===== src/rtl/systolic_feeder_pkg.sv =====
// Shared sizing defaults and state encoding for the systolic array feeder.
package systolic_feeder_pkg;
  localparam int FEEDER_W = 32;
  localparam int FEEDER_N = 4;

  typedef enum logic [1:0] {
    FILL  = 2'd0,
    BURST = 2'd1,
    FLUSH = 2'd2
  } feeder_state_e;
endpackage


===== src/rtl/systolic_feeder_buf.sv =====
// Block buffer: N entries of {coef, data}. One write port and a read port
// with a registered address. The contents are not reset.
module feeder_buf #(
  parameter int W  = 32,
  parameter int N  = 4,
  parameter int AW = 2
) (
  input  logic            clk,
  input  logic            i_we,
  input  logic [AW-1:0]   i_waddr,
  input  logic [2*W-1:0]  i_wdata,
  input  logic [AW-1:0]   i_raddr,
  output logic [2*W-1:0]  o_rdata
);
  logic [2*W-1:0] r_mem [N];
  logic [AW-1:0]  r_raddr;

  always_ff @(posedge clk) begin
    if (i_we) r_mem[i_waddr] <= i_wdata;
    r_raddr <= i_raddr;
  end

  assign o_rdata = r_mem[r_raddr];
endmodule


===== src/rtl/systolic_feeder.sv =====
// Collects N coef/data pairs and replays them as one gapless burst into a
// systolic array. A job ending in x_last is followed by N zero flush beats and a done pulse.
module systolic_feeder
  import systolic_feeder_pkg::*;
#(
  parameter int W = FEEDER_W,
  parameter int N = FEEDER_N
) (
  input  logic         clk,
  input  logic         rst,
  input  logic         c_valid,
  input  logic [W-1:0] c_data,
  output logic         c_ready,
  input  logic         x_valid,
  input  logic [W-1:0] x_data,
  input  logic         x_last,
  output logic         x_ready,
  output logic [W-1:0] c_out,
  output logic [W-1:0] x_out,
  output logic         s_out,
  output logic         busy,
  output logic         done
);
  localparam int            CW   = (N > 1) ? $clog2(N) : 1;
  localparam logic [CW-1:0] LAST = CW'(N - 1);

  feeder_state_e  r_state, w_state_nxt;
  logic [CW-1:0]  r_wr_cnt, r_rd_cnt, w_rd_cnt_nxt, r_last_idx;
  logic           r_job_last;
  logic [W-1:0]   r_c_out, r_x_out;
  logic           r_s_out, r_done;
  logic           w_fill, w_acc, w_blk_end;
  logic [2*W-1:0] w_rd_data;

  assign w_fill    = (r_state == FILL) && !rst;
  assign c_ready   = w_fill && x_valid;
  assign x_ready   = w_fill && c_valid;
  assign w_acc     = w_fill && c_valid && x_valid;
  assign w_blk_end = w_acc && (x_last || (r_wr_cnt == LAST));

  // Read address is the next rd_cnt so the buffer output lines up with
  // rd_cnt during every BURST cycle.
  feeder_buf #(.W(W), .N(N), .AW(CW)) u_buf (
    .clk     (clk),
    .i_we    (w_acc),
    .i_waddr (r_wr_cnt),
    .i_wdata ({c_data, x_data}),
    .i_raddr (w_rd_cnt_nxt),
    .o_rdata (w_rd_data)
  );

  always_comb begin
    w_state_nxt  = r_state;
    w_rd_cnt_nxt = r_rd_cnt;
    case (r_state)
      FILL: begin
        w_rd_cnt_nxt = '0;
        if (w_blk_end) w_state_nxt = BURST;
      end
      BURST: begin
        if (r_rd_cnt == LAST) begin
          w_rd_cnt_nxt = '0;
          w_state_nxt  = r_job_last ? FLUSH : FILL;
        end else begin
          w_rd_cnt_nxt = r_rd_cnt + 1'b1;
        end
      end
      FLUSH: begin
        if (r_rd_cnt == LAST) begin
          w_rd_cnt_nxt = '0;
          w_state_nxt  = FILL;
        end else begin
          w_rd_cnt_nxt = r_rd_cnt + 1'b1;
        end
      end
      default: begin
        w_state_nxt  = FILL;
        w_rd_cnt_nxt = '0;
      end
    endcase
  end

  always_ff @(posedge clk) begin
    if (rst) begin
      r_state    <= FILL;
      r_wr_cnt   <= '0;
      r_rd_cnt   <= '0;
      r_last_idx <= LAST;
      r_job_last <= 1'b0;
      r_c_out    <= '0;
      r_x_out    <= '0;
      r_s_out    <= 1'b0;
      r_done     <= 1'b0;
    end else begin
      r_state  <= w_state_nxt;
      r_rd_cnt <= w_rd_cnt_nxt;
      r_c_out  <= '0;
      r_x_out  <= '0;
      r_s_out  <= 1'b0;
      r_done   <= 1'b0;
      if (w_acc) begin
        r_wr_cnt <= w_blk_end ? '0 : r_wr_cnt + 1'b1;
        if (x_last)    r_job_last <= 1'b1;
        if (w_blk_end) r_last_idx <= r_wr_cnt;
      end
      // Short-block tail: entries past the last written index read as zero
      // rather than being rewritten through the single write port.
      if (r_state == BURST && r_rd_cnt <= r_last_idx) begin
        r_c_out <= w_rd_data[2*W-1:W];
        r_x_out <= w_rd_data[W-1:0];
        r_s_out <= (r_rd_cnt == '0);
      end
      if (r_state == FLUSH && r_rd_cnt == LAST) begin
        r_done     <= 1'b1;
        r_job_last <= 1'b0;
      end
    end
  end

  assign c_out = r_c_out;
  assign x_out = r_x_out;
  assign s_out = r_s_out;
  assign busy  = (r_state != FILL);
  assign done  = r_done;
endmodule

===== config.mk =====
export PLATFORM = sky130hd
export DESIGN_NAME = systolic_feeder
export DESIGN_NICKNAME = d
export VERILOG_FILES = /design/src/rtl/systolic_feeder_pkg.sv /design/src/rtl/systolic_feeder_buf.sv /design/src/rtl/systolic_feeder.sv
export SDC_FILE = /design/constraint.sdc
export NUM_CORES = 1
export LEC_CHECK = 0
export ABC_CLOCK_PERIOD_IN_PS = 3800
export CORE_UTILIZATION = 55
export DETAILED_ROUTE_END_ITERATION = 10
export GPL_ROUTABILITY_DRIVEN = 0
export GPL_TIMING_DRIVEN = 0
export PLACE_DENSITY = 0.88
export SLEW_MARGIN = 25
export SYNTH_ARGS = -nofsm -noshare
export SYNTH_HDL_FRONTEND = slang
export SYNTH_SLANG_ARGS = --single-unit
export TNS_END_PERCENT = 10

===== constraint.sdc =====
create_clock -name clk -period 3.8 [get_ports clk]
set_input_delay 0.95 -clock clk [delete_from_list [all_inputs] [get_ports clk]]
set_output_delay 0.95 -clock clk [all_outputs]
set_load 0.1 [all_outputs]

* Yosys cells after proc, flatten, opt, wreduce, memory -nomap -nowiden
Memory sizes are Yosys's and may differ from the RTL's. A register that Yosys moved wholly into a read port is not among the register bits.
Cells that the tools add are included.
** Operators by class
- Magnitude comparators :: 1
- Shift operators :: 0
- Eq/ne operators :: 7
- Add/sub/neg operators :: 2
- Reductions and logical operators :: 18
- Multipliers :: 0
- Multiplexer cells :: 11
- Bitwise logic cells :: 1
- Div/mod/pow operators :: 0
** Operators with widths (number)
- $mux 2 :: 7
- $logic_and 1x1->1 :: 7
- $eq 2x2->1 const B :: 3
- $ne 2x2->1 const B :: 3
- $pmux 2 s3 :: 1
- $reduce_or 2->1 :: 3
- $add 2x1->2 const B :: 2
- $logic_not 2->1 :: 2
- $reduce_and 2->1 :: 2
- $mux 1 :: 3
- $reduce_and 3->1 :: 1
- $eq 2x1->1 const B :: 1
- $le 2x2->1 :: 1
- $reduce_bool 2->1 :: 1
- $logic_not 1->1 :: 1
- $logic_or 1x1->1 :: 1
- $not 1->1 :: 1
** Word-level totals
- Word-level logic and storage cells :: 49
- Memories kept :: 1
- Register bits :: 13
- Bits of input ports :: 69
- Output and inout bits :: 69
- Bits in writable memories :: 256
- ROM bits :: 0
- Bits in latches :: 0
** Memory list
- u_buf.r_mem :: depth 4, bits a word 64, read ports 1, clocked after memory_dff 1, wr ports 1, RTL line systolic_feeder_buf.sv:15 : logic [2*W-1:0] r_mem [N];

* Logic depth before layout (Yosys ltp)
Gate-level depths: netlist (run 1).
- Depth after elaboration :: 7
- Depth in mapped cells :: 7

* Hierarchy
Synthesis (run 1) repeated with hierarchy kept, for this count alone.
** Unflattened totals
- Cells, all modules :: 549
- Area, all modules :: 12102.9 µm²
** By module, submodules not included
- feeder_buf :: cells an instance 340, area an instance 9381.5 µm², instances 1
- systolic_feeder :: cells an instance 209, area an instance 2721.4 µm², instances 1

* Least setup slack after synthesis (run 1)
No wires, ideal clock.
- Path kind :: input port to flip-flop
- From :: input rst
- To :: memory u_buf.r_mem[0][0] (netlist bit), enable pin
- Stages :: 3
- Setup time :: 0.429 ns
- Buffers on the path :: 1
- Data required time :: 3.371 ns
- Arrival time :: 2.896 ns
- Path slack :: 0.475 ns
- Path through :: and4b_1 > clkbuf_1 > and2_1
** Between the ends
- Cells in the longest elaborated chain, start to end :: 6
** RTL lines
- start: declaration :: RTL line systolic_feeder.sv:10 : input logic rst,
- $logic_not 1->1 :: RTL line systolic_feeder.sv:35 : assign w_fill = (r_state == FILL) && !rst;
- $logic_and 1x1->1 :: RTL line systolic_feeder.sv:35
- $logic_and 1x1->1 (2 in series) :: RTL line systolic_feeder.sv:38 : assign w_acc = w_fill && c_valid && x_valid;
- $mux 1 :: RTL line systolic_feeder_buf.sv:19 : if (i_we) r_mem[i_waddr] <= i_wdata;
- $mux 1 (not written as such) :: RTL line systolic_feeder_buf.sv:19
- end: declaration :: RTL line systolic_feeder_buf.sv:15
Every way passes these cells.

* Final worst setup path (run 1)
- From :: input rst
- To :: output c_ready
** Between the ends
- Cells in the longest elaborated chain, start to end :: 3
** RTL lines
- $logic_not 1->1 :: RTL line systolic_feeder.sv:35
- $logic_and 1x1->1 :: RTL line systolic_feeder.sv:35
- $logic_and 1x1->1 :: RTL line systolic_feeder.sv:36 : assign c_ready = w_fill && x_valid;
- end: declaration :: RTL line systolic_feeder.sv:13 : output logic c_ready,
Every way passes these cells.

==> metrics.txt, run 1 <==
# TYPE chip_impl_metric gauge
chip_impl_info{name="critical_path.top_delay_family",value="buffers and inverters"} 1
chip_impl_metric{name="critical_path.n_buffers_inverters",unit=""} 4
chip_impl_metric{name="path_clk_slew",unit="ps"} 60
chip_impl_info{name="status",value="completed"} 1
chip_impl_metric{name="max-vdd-ir-drop",unit="V"} 0.000409
chip_impl_metric{name="max_slew_margin",unit="%"} 32.3
chip_impl_info{name="rr_startpoint",value="r_state[0]"} 1
chip_impl_metric{name="post_drt_via_cell_ratio",unit=""} 5.58
chip_impl_metric{name="routed_wl",unit="um"} 22400
chip_impl_metric{name="antenna_found_initial",unit=""} 1
chip_impl_metric{name="drt_first_iter_violations",unit=""} 375
chip_impl_metric{name="detailroute.via_count",unit=""} 5787
chip_impl_metric{name="overflow",unit=""} 0
chip_impl_metric{name="antenna-diode-count",unit=""} 0
chip_impl_metric{name="yosysWarningCount",unit=""} 0
chip_impl_metric{name="die_area",unit="mm^2"} 0.0227
chip_impl_metric{name="dieHeight",unit="um"} 151
chip_impl_metric{name="grt_max_degree",unit=""} 43
chip_impl_metric{name="grt_use_total",unit="%"} 20.4
chip_impl_metric{name="rows",unit=""} 54
chip_impl_metric{name="crit_path_time_final",unit="ps"} 3660
chip_impl_info{name="cp_cell_sequence",value="clkdlybuf4s50_1, inv_1, clkbuf_1, and3_1, clkdlybuf4s15_2"} 1
chip_impl_metric{name="initial_core_util",unit="%"} 55.9
chip_impl_metric{name="synth_async_sr_flop_share",unit="%"} 0
chip_impl_metric{name="grt_first_pass_wirelength",unit="um"} 34000
chip_impl_info{name="hold_start",value="r_rd_cnt[0]"} 1
chip_impl_metric{name="drt_first_pass_iters",unit=""} 4
chip_impl_metric{name="power",unit="uW"} 8080
chip_impl_info{name="setup.worst_path.start",value="rst"} 1
chip_impl_metric{name="synthesis.nets",unit=""} 634
chip_impl_metric{name="syn-cell-area",unit="mm^2"} 0.0122
chip_impl_metric{name="finalSetupViolCount",unit=""} 0
chip_impl_metric{name="postRouteAntennaNets",unit=""} 0
chip_impl_metric{name="fmax",unit="GHz"} 0.273
chip_impl_metric{name="synth_cells",unit=""} 553
chip_impl_metric{name="synth.ff_latch_count",unit=""} 333
chip_impl_metric{name="seq_power_share",unit="%"} 49.6
chip_impl_metric{name="grt_pass1_vias",unit=""} 6230
chip_impl_metric{name="post_route_cells_drive_above_1_share",unit="%"} 27.1
chip_impl_metric{name="numClockSinks",unit=""} 333
chip_impl_metric{name="switchingPower",unit="uW"} 1800
chip_impl_metric{name="clock_path_buffers",unit=""} 3
chip_impl_metric{name="synth_enable_flop_cells",unit=""} 256
chip_impl_metric{name="io_buffer_count",unit=""} 137
chip_impl_metric{name="yosys.cell_types.count",unit=""} 31
chip_impl_metric{name="netSwitchingFraction",unit="%"} 22.2
chip_impl_metric{name="worstPathArrival",unit="ps"} 2710
chip_impl_metric{name="power_frac_clock",unit="%"} 39.9
chip_impl_metric{name="post_drt_wl_per_cell",unit="um"} 21.6
chip_impl_metric{name="power_density",unit="mW/mm^2"} 535
chip_impl_info{name="timing_worst_setup_path_type",value="input pin to output port"} 1
chip_impl_metric{name="areaGrowthSynthToFinish",unit="%"} 24.3
chip_impl_metric{name="cp_slowest_stage_delay",unit="ps"} 550
chip_impl_metric{name="cp_data_required_time",unit="ps"} 2850
chip_impl_metric{name="max_slew.worst_pin.slew",unit="ps"} 1010
chip_impl_metric{name="floorplan.die.width",unit="um"} 151
chip_impl_metric{name="finalNetCount",unit=""} 812
chip_impl_metric{name="cellInternalPower",unit="uW"} 6280
chip_impl_metric{name="critPathMaxFanout",unit=""} 10
chip_impl_metric{name="finalCritPeriodShare",unit="%"} 96.3
chip_impl_info{name="cts_tree",value="done"} 1
chip_impl_metric{name="drc",unit=""} 0
chip_impl_metric{name="cap_violations",unit=""} 0
chip_impl_metric{name="postLayoutSetupSlackWorst",unit="ps"} 142
chip_impl_info{name="synth_top_cells_by_area",value="sky130_fd_sc_hd__edfxtp_1, sky130_fd_sc_hd__dfxtp_1, sky130_fd_sc_hd__mux4_2, sky130_fd_sc_hd__nor3b_2, sky130_fd_sc_hd__ha_1"} 1
chip_impl_metric{name="cts_htree_levels",unit=""} 2
chip_impl_metric{name="pin_count",unit=""} 138
chip_impl_metric{name="power.static_leakage",unit="uW"} 0.00489
chip_impl_metric{name="place_worst_setup_slack",unit="ps"} -398
chip_impl_metric{name="ys_seq_area_share",unit="%"} 75.9
chip_impl_info{name="worst_setup_path_start_kind",value="input pin"} 1
chip_impl_info{name="synth_largest_area_cell",value="sky130_fd_sc_hd__edfxtp_1"} 1
chip_impl_info{name="timing.critical_path.to_type",value="output port"} 1
chip_impl_metric{name="fp.coreArea",unit="mm^2"} 0.0218
chip_impl_metric{name="timing_hold_violations_final",unit=""} 0
chip_impl_metric{name="fin_skew",unit="ps"} 12.6
chip_impl_metric{name="insertion_delay",unit="ps"} 490
chip_impl_metric{name="finalMaxSlewViolations",unit=""} 0
chip_impl_metric{name="dp_hpwl",unit="um"} 13700
chip_impl_metric{name="cts_inserted_buffers",unit=""} 35
chip_impl_info{name="critical_path.slowest_cell",value="sky130_fd_sc_hd__clkdlybuf4s15_2"} 1
chip_impl_metric{name="share_of_the_synthesized_area_in_the_top_cell_type",unit="%"} 63.2
chip_impl_metric{name="power.combinational.fraction",unit="%"} 10.5
chip_impl_info{name="worst_hold_path_class",value="register to register"} 1
chip_impl_metric{name="post_cts.repair.setup_buffers",unit=""} 0
chip_impl_info{name="clock-root-buffer",value="sky130_fd_sc_hd__clkbuf_16"} 1
chip_impl_info{name="grt_setup_unrepaired",value="false"} 1
chip_impl_metric{name="fin_hold_ws",unit="ps"} 492
chip_impl_metric{name="synth_area_per_cell",unit="um^2"} 22.0
chip_impl_info{name="postSynth.topFlopCell",value="sky130_fd_sc_hd__edfxtp_1"} 1
sequential cells by signal, summed over array words and instances (netlist names), 2 cells and up:
signal         flops
r_rd_cnt           2
c_out             32
r_state            2
r_wr_cnt           2
u_buf.r_mem      256
u_buf.r_raddr      2
r_last_idx         2
x_out             32
Yosys cell counts (all sizes together), types with 3 or more instances:
| master | n |
|---|---|
| a21oi | 3 |
| and2 | 7 |
| and3 | 3 |
| buf | 25 |
| clkbuf | 5 |
| dfxtp | 77 |
| edfxtp | 256 |
| ha | 12 |
| inv | 9 |
| mux4 | 64 |
| nand2 | 4 |
| nand3 | 3 |
| nor3b | 67 |
| o21ai | 3 |
| o311ai | 4 |
kinds of logic (layout without fill, tap and decap cells):
| family | after synthesis | in the layout | share of synthesized area [%] |
|---|---|---|---|
| AOI/OAI and AO/OA | 16 | 16 | 0.957 |
| buffers and inverters | 39 | 243 | 2.26 |
| DFF | 333 | 333 | 75.9 |
| muxes | 64 | 64 | 12.0 |
| and+or+nand+nor | 89 | 89 | 7.67 |
| adders and majority gates | 12 | 12 | 1.23 |
stage by stage:
step / cells / TNS, ps / util, % / instance area, um^2
finish: 1037 / 0 / 69.5 / 15100
global route: 1037 / 0 / 69.5 / 15100
CTS: 1037 / 0 / 69.5 / 15100
detailed placement: 974 / -779 / 64.4 / 14000
global placement: 970 / -310330 / 63.8 / 13900
floorplan: 553 / 0 / - / 12200
power by group through the flow:
| stage | clock [uW] | combinational, uW | sequential (uW) |
|---|---|---|---|
| final | 3220 | 846 | 4010 |
| after detailed placement | 0 | 849 | 4090 |
| after CTS | 3280 | 854 | 4010 |
| after global routing | 3430 | 890 | 4010 |
| after floorplan | 0 | 371 | 4320 |
| after global placement | 0 | 822 | 4080 |
repair_timing:
action,4_1_cts,5_1_grt
gates resized for setup,6,0
hold buffers,0,0
setup endpoints to repair,2,0
path summary, 6_finish.rpt:
kind | slack [ps] | depth (start not counted) | to
worst min-delay path | 490 | 1 | u_buf.r_raddr[0]
worst min register to register | 490 | 1 | u_buf.r_raddr[0]
worst max-delay path | 140 | 5 | c_ready
worst max register to register | 1410 | 6 | u_buf.r_mem[0][34]
metal layers:
metal	vias to the layer above	share of wire, %	GRT usage [%]
li1	2590	-	-
met1	2987	40	26.0
met2	179	53	35.5
met3	29	5.5	4.15
met4	2	1.4	5.40
met5	-	0.071	0
cell usage in the layout, fill, tap and decap left out, types with 4 or more instances in the layout:
cell,count
sky130_fd_sc_hd__clkinv_2,5
sky130_fd_sc_hd__buf_16,4
sky130_fd_sc_hd__nor3b_1,7
sky130_fd_sc_hd__dfxtp_1,77
sky130_fd_sc_hd__and2_4,4
sky130_fd_sc_hd__edfxtp_1,256
sky130_fd_sc_hd__clkbuf_1,16
sky130_fd_sc_hd__clkbuf_16,38
sky130_fd_sc_hd__nor3b_2,60
sky130_fd_sc_hd__clkdlybuf4s50_1,135
sky130_fd_sc_hd__mux4_2,60
sky130_fd_sc_hd__buf_2,18
sky130_fd_sc_hd__o311ai_0,4
sky130_fd_sc_hd__buf_12,6
sky130_fd_sc_hd__ha_1,12
sky130_fd_sc_hd__inv_1,9
sky130_fd_sc_hd__mux4_1,4
sky130_fd_sc_hd__nand2_1,4
final cells by class:
cell class | count | area (um^2)
inverters | 9 | 33.8
repair buffers | 141 | 1480
plain buffers | 30 | 241
flip-flops and latches | 333 | 9230
fillers | 1325 | 6640
clock inverters | 11 | 85.1
clock buffers | 52 | 1020
multi-input cells | 181 | 2670
well taps | 280 | 350
Power figures use the tool's default switching activity.
==> run 2: changes to the inputs <==
Settings changed: CAP_MARGIN from default to 10, GPL_TIMING_DRIVEN 0 to default, TNS_END_PERCENT 10 to 1.
==> metrics.txt, run 2 (same netlist as run 1, synthesis figures left out) <==
# TYPE chip_impl_metric gauge
chip_impl_info{name="status",value="completed"} 1
chip_impl_info{name="dr.max_layer_used",value="met5"} 1
chip_impl_metric{name="post_drt_via_cell_ratio",unit=""} 5.75
chip_impl_metric{name="cts_htree_levels",unit=""} 1
chip_impl_metric{name="cts.repair.resized",unit=""} 0
chip_impl_metric{name="worstRegToRegCells",unit=""} 6
chip_impl_metric{name="final_core_utilization",unit="%"} 68.3
chip_impl_metric{name="postRouteAntennaNets",unit=""} 0
chip_impl_metric{name="worstPathArrival",unit="ps"} 2200
chip_impl_metric{name="cap_violations",unit=""} 0
chip_impl_metric{name="finalSetupViolCount",unit=""} 0
chip_impl_metric{name="fp.coreArea",unit="mm^2"} 0.0218
chip_impl_metric{name="floorplan.die.width",unit="um"} 151
chip_impl_info{name="cts_tree",value="done"} 1
chip_impl_metric{name="areaGrowthSynthToFinish",unit="%"} 22.2
chip_impl_metric{name="power",unit="uW"} 7820
chip_impl_metric{name="finalMaxSlewViolations",unit=""} 0
chip_impl_metric{name="fin_skew",unit="ps"} 14.6
chip_impl_info{name="rr_startpoint",value="r_last_idx[1]"} 1
chip_impl_metric{name="seq_power_share",unit="%"} 51.7
chip_impl_metric{name="drt_first_pass_iters",unit=""} 5
chip_impl_metric{name="cellInternalPower",unit="uW"} 6070
chip_impl_metric{name="dieHeight",unit="um"} 151
chip_impl_metric{name="initial_core_util",unit="%"} 55.9
chip_impl_metric{name="finalNetCount",unit=""} 784
chip_impl_metric{name="max-vdd-ir-drop",unit="V"} 0.000287
chip_impl_info{name="largest_register",value="u_buf.r_mem"} 1
chip_impl_metric{name="cp_data_required_time",unit="ps"} 2850
chip_impl_metric{name="rows",unit=""} 54
chip_impl_info{name="setup.worst_path.start",value="rst"} 1
chip_impl_info{name="r2r-end",value="c_out[25]"} 1
chip_impl_metric{name="drt_first_iter_violations",unit=""} 357
chip_impl_metric{name="max_slew.worst_pin.slew",unit="ps"} 1020
chip_impl_metric{name="grt_first_pass_wirelength",unit="um"} 34900
chip_impl_metric{name="antenna_found_initial",unit=""} 2
chip_impl_info{name="worst_setup_path_start_kind",value="input pin"} 1
chip_impl_metric{name="grt_use_total",unit="%"} 21.1
chip_impl_metric{name="timing_hold_violations_final",unit=""} 0
chip_impl_info{name="timing_worst_setup_path_type",value="input pin to output port"} 1
chip_impl_metric{name="die_area",unit="mm^2"} 0.0227
chip_impl_metric{name="path_clk_slew",unit="ps"} 60
chip_impl_info{name="clock-root-buffer",value="sky130_fd_sc_hd__clkbuf_16"} 1
chip_impl_metric{name="netSwitchingFraction",unit="%"} 22.4
chip_impl_info{name="grt_setup_unrepaired",value="false"} 1
chip_impl_metric{name="timing.reg2reg.setup_slack",unit="ps"} 1390
chip_impl_info{name="layout_commonest_cell",value="sky130_fd_sc_hd__edfxtp_1"} 1
chip_impl_metric{name="crit_path_time_final",unit="ps"} 3150
chip_impl_metric{name="clock_path_buffers",unit=""} 3
chip_impl_metric{name="insertion_delay",unit="ps"} 550
chip_impl_metric{name="fmax",unit="GHz"} 0.317
chip_impl_info{name="worst_hold_path_class",value="register to register"} 1
chip_impl_metric{name="met2WireLength",unit="um"} 11900
chip_impl_info{name="layout.cells.most_common_list",value="sky130_fd_sc_hd__edfxtp_1, sky130_fd_sc_hd__clkdlybuf4s50_1, sky130_fd_sc_hd__dfxtp_1"} 1
chip_impl_metric{name="grt_pass1_vias",unit=""} 6099
chip_impl_metric{name="numClockSinks",unit=""} 333
chip_impl_metric{name="pin_count",unit=""} 138
chip_impl_metric{name="power_density",unit="mW/mm^2"} 527
chip_impl_metric{name="io_buffer_count",unit=""} 137
chip_impl_metric{name="critPathMaxFanout",unit=""} 12
chip_impl_metric{name="power.combinational.fraction",unit="%"} 10.0
chip_impl_metric{name="switchingPower",unit="uW"} 1750
chip_impl_metric{name="overflow",unit=""} 0
chip_impl_metric{name="wl_met3",unit="um"} 1880
chip_impl_metric{name="post_cts.repair.setup_buffers",unit=""} 0
chip_impl_metric{name="cts_inserted_buffers",unit=""} 30
chip_impl_info{name="setup.worst_path.end",value="c_ready"} 1
chip_impl_metric{name="max_slew_margin",unit="%"} 32.0
chip_impl_metric{name="cts_hold_repair.buffers",unit=""} 0
chip_impl_metric{name="dp_hpwl",unit="um"} 13600
chip_impl_metric{name="power_frac_clock",unit="%"} 38.3
chip_impl_metric{name="largest_register_ff_count",unit=""} 256
chip_impl_info{name="timing.critical_path.to_type",value="output port"} 1
chip_impl_metric{name="post_drt_wl_per_cell",unit="um"} 23.1
chip_impl_metric{name="detailroute.via_count",unit=""} 5801
chip_impl_metric{name="routed_wl",unit="um"} 23300
chip_impl_metric{name="power.static_leakage",unit="uW"} 0.00475
chip_impl_metric{name="setup_total_negative_slack",unit="ps"} 0
chip_impl_metric{name="drc",unit=""} 0
chip_impl_metric{name="post_route_cells_drive_above_1_share",unit="%"} 26.3
chip_impl_metric{name="finalCritPeriodShare",unit="%"} 83.0
chip_impl_metric{name="grt_max_degree",unit=""} 65
chip_impl_metric{name="detail_route.wirelength.met1",unit="um"} 8900
[run 2: changes by cell type in the layout (fill, tap and decap cells not counted), sizes merged, moves of 2 or more]
| cell | before | now |
|---|---|---|
| buf | 29 | 15 |
| clkbuf | 57 | 45 |
| clkdlybuf4s15 | 2 | 0 |
| clkdlybuf4s50 | 135 | 133 |
| clkinv | 8 | 6 |
| clkinvlp | 1 | 3 |
[run 2: per-layer routing]
| layer | up-vias | track usage, % |
|---|---|---|
| li1 | 2521 | - |
| met4 | 2 | 6.45 |
| met2 | 254 | 36.0 |
| met3 | 48 | 4.58 |
| met1 | 2976 | 27.3 |
| met5 | - | 0 |
[run 2: how the worst min path moves through the flow]
stage | start | to | slack, ps | depth (start not counted)
2_1_floorplan | r_rd_cnt[0] | u_buf.r_raddr[0] | 430 | 1
4_1_cts | r_rd_cnt[0] | u_buf.r_raddr[0] | 470 | 1
3_5_place_dp | r_rd_cnt[0] | u_buf.r_raddr[0] | 460 | 1
3_3_place_gp | r_rd_cnt[0] | u_buf.r_raddr[0] | 440 | 1
6_report | r_rd_cnt[0] | u_buf.r_raddr[0] | 460 | 1
5_1_grt | r_rd_cnt[0] | u_buf.r_raddr[0] | 490 | 1
[run 2: power groups by stage]
stage                     Clock [uW]  Sequential (uW)  Combinational, uW
final                           3000             4040                779
after global routing            3180             4050                812
after CTS                       3050             4050                786
after detailed placement           0             4120                777
after global placement             0             4120                763
after floorplan                    0             4320                371
[run 2: critical path, stage by stage]
cell	delay (ps)
sky130_fd_sc_hd__clkdlybuf4s50_1	500
sky130_fd_sc_hd__inv_1	300
sky130_fd_sc_hd__and3_1	270
sky130_fd_sc_hd__buf_12	180
[run 2: layout make-up]
type | instances | area [um^2]
fill | 1289 | 6900
clock buffer | 45 | 898
inverter | 9 | 33.8
multi-input combinational | 181 | 2690
antenna | 1 | 2.50
timing repair buffer | 148 | 1530
sequential | 333 | 9240
clock inverter | 11 | 110
tap | 280 | 350
[run 2: through the flow]
step | hold slack [ps] | instance area (um^2) | cells | setup WS (ps)
floorplan | 434 | 12200 | 553 | 475
finish | 458 | 14900 | 1008 | 648
detailed placement | 458 | 13800 | 951 | 658
global route | 492 | 14900 | 1007 | 565
global placement | 436 | 13800 | 951 | 678
CTS | 467 | 14900 | 1007 | 655
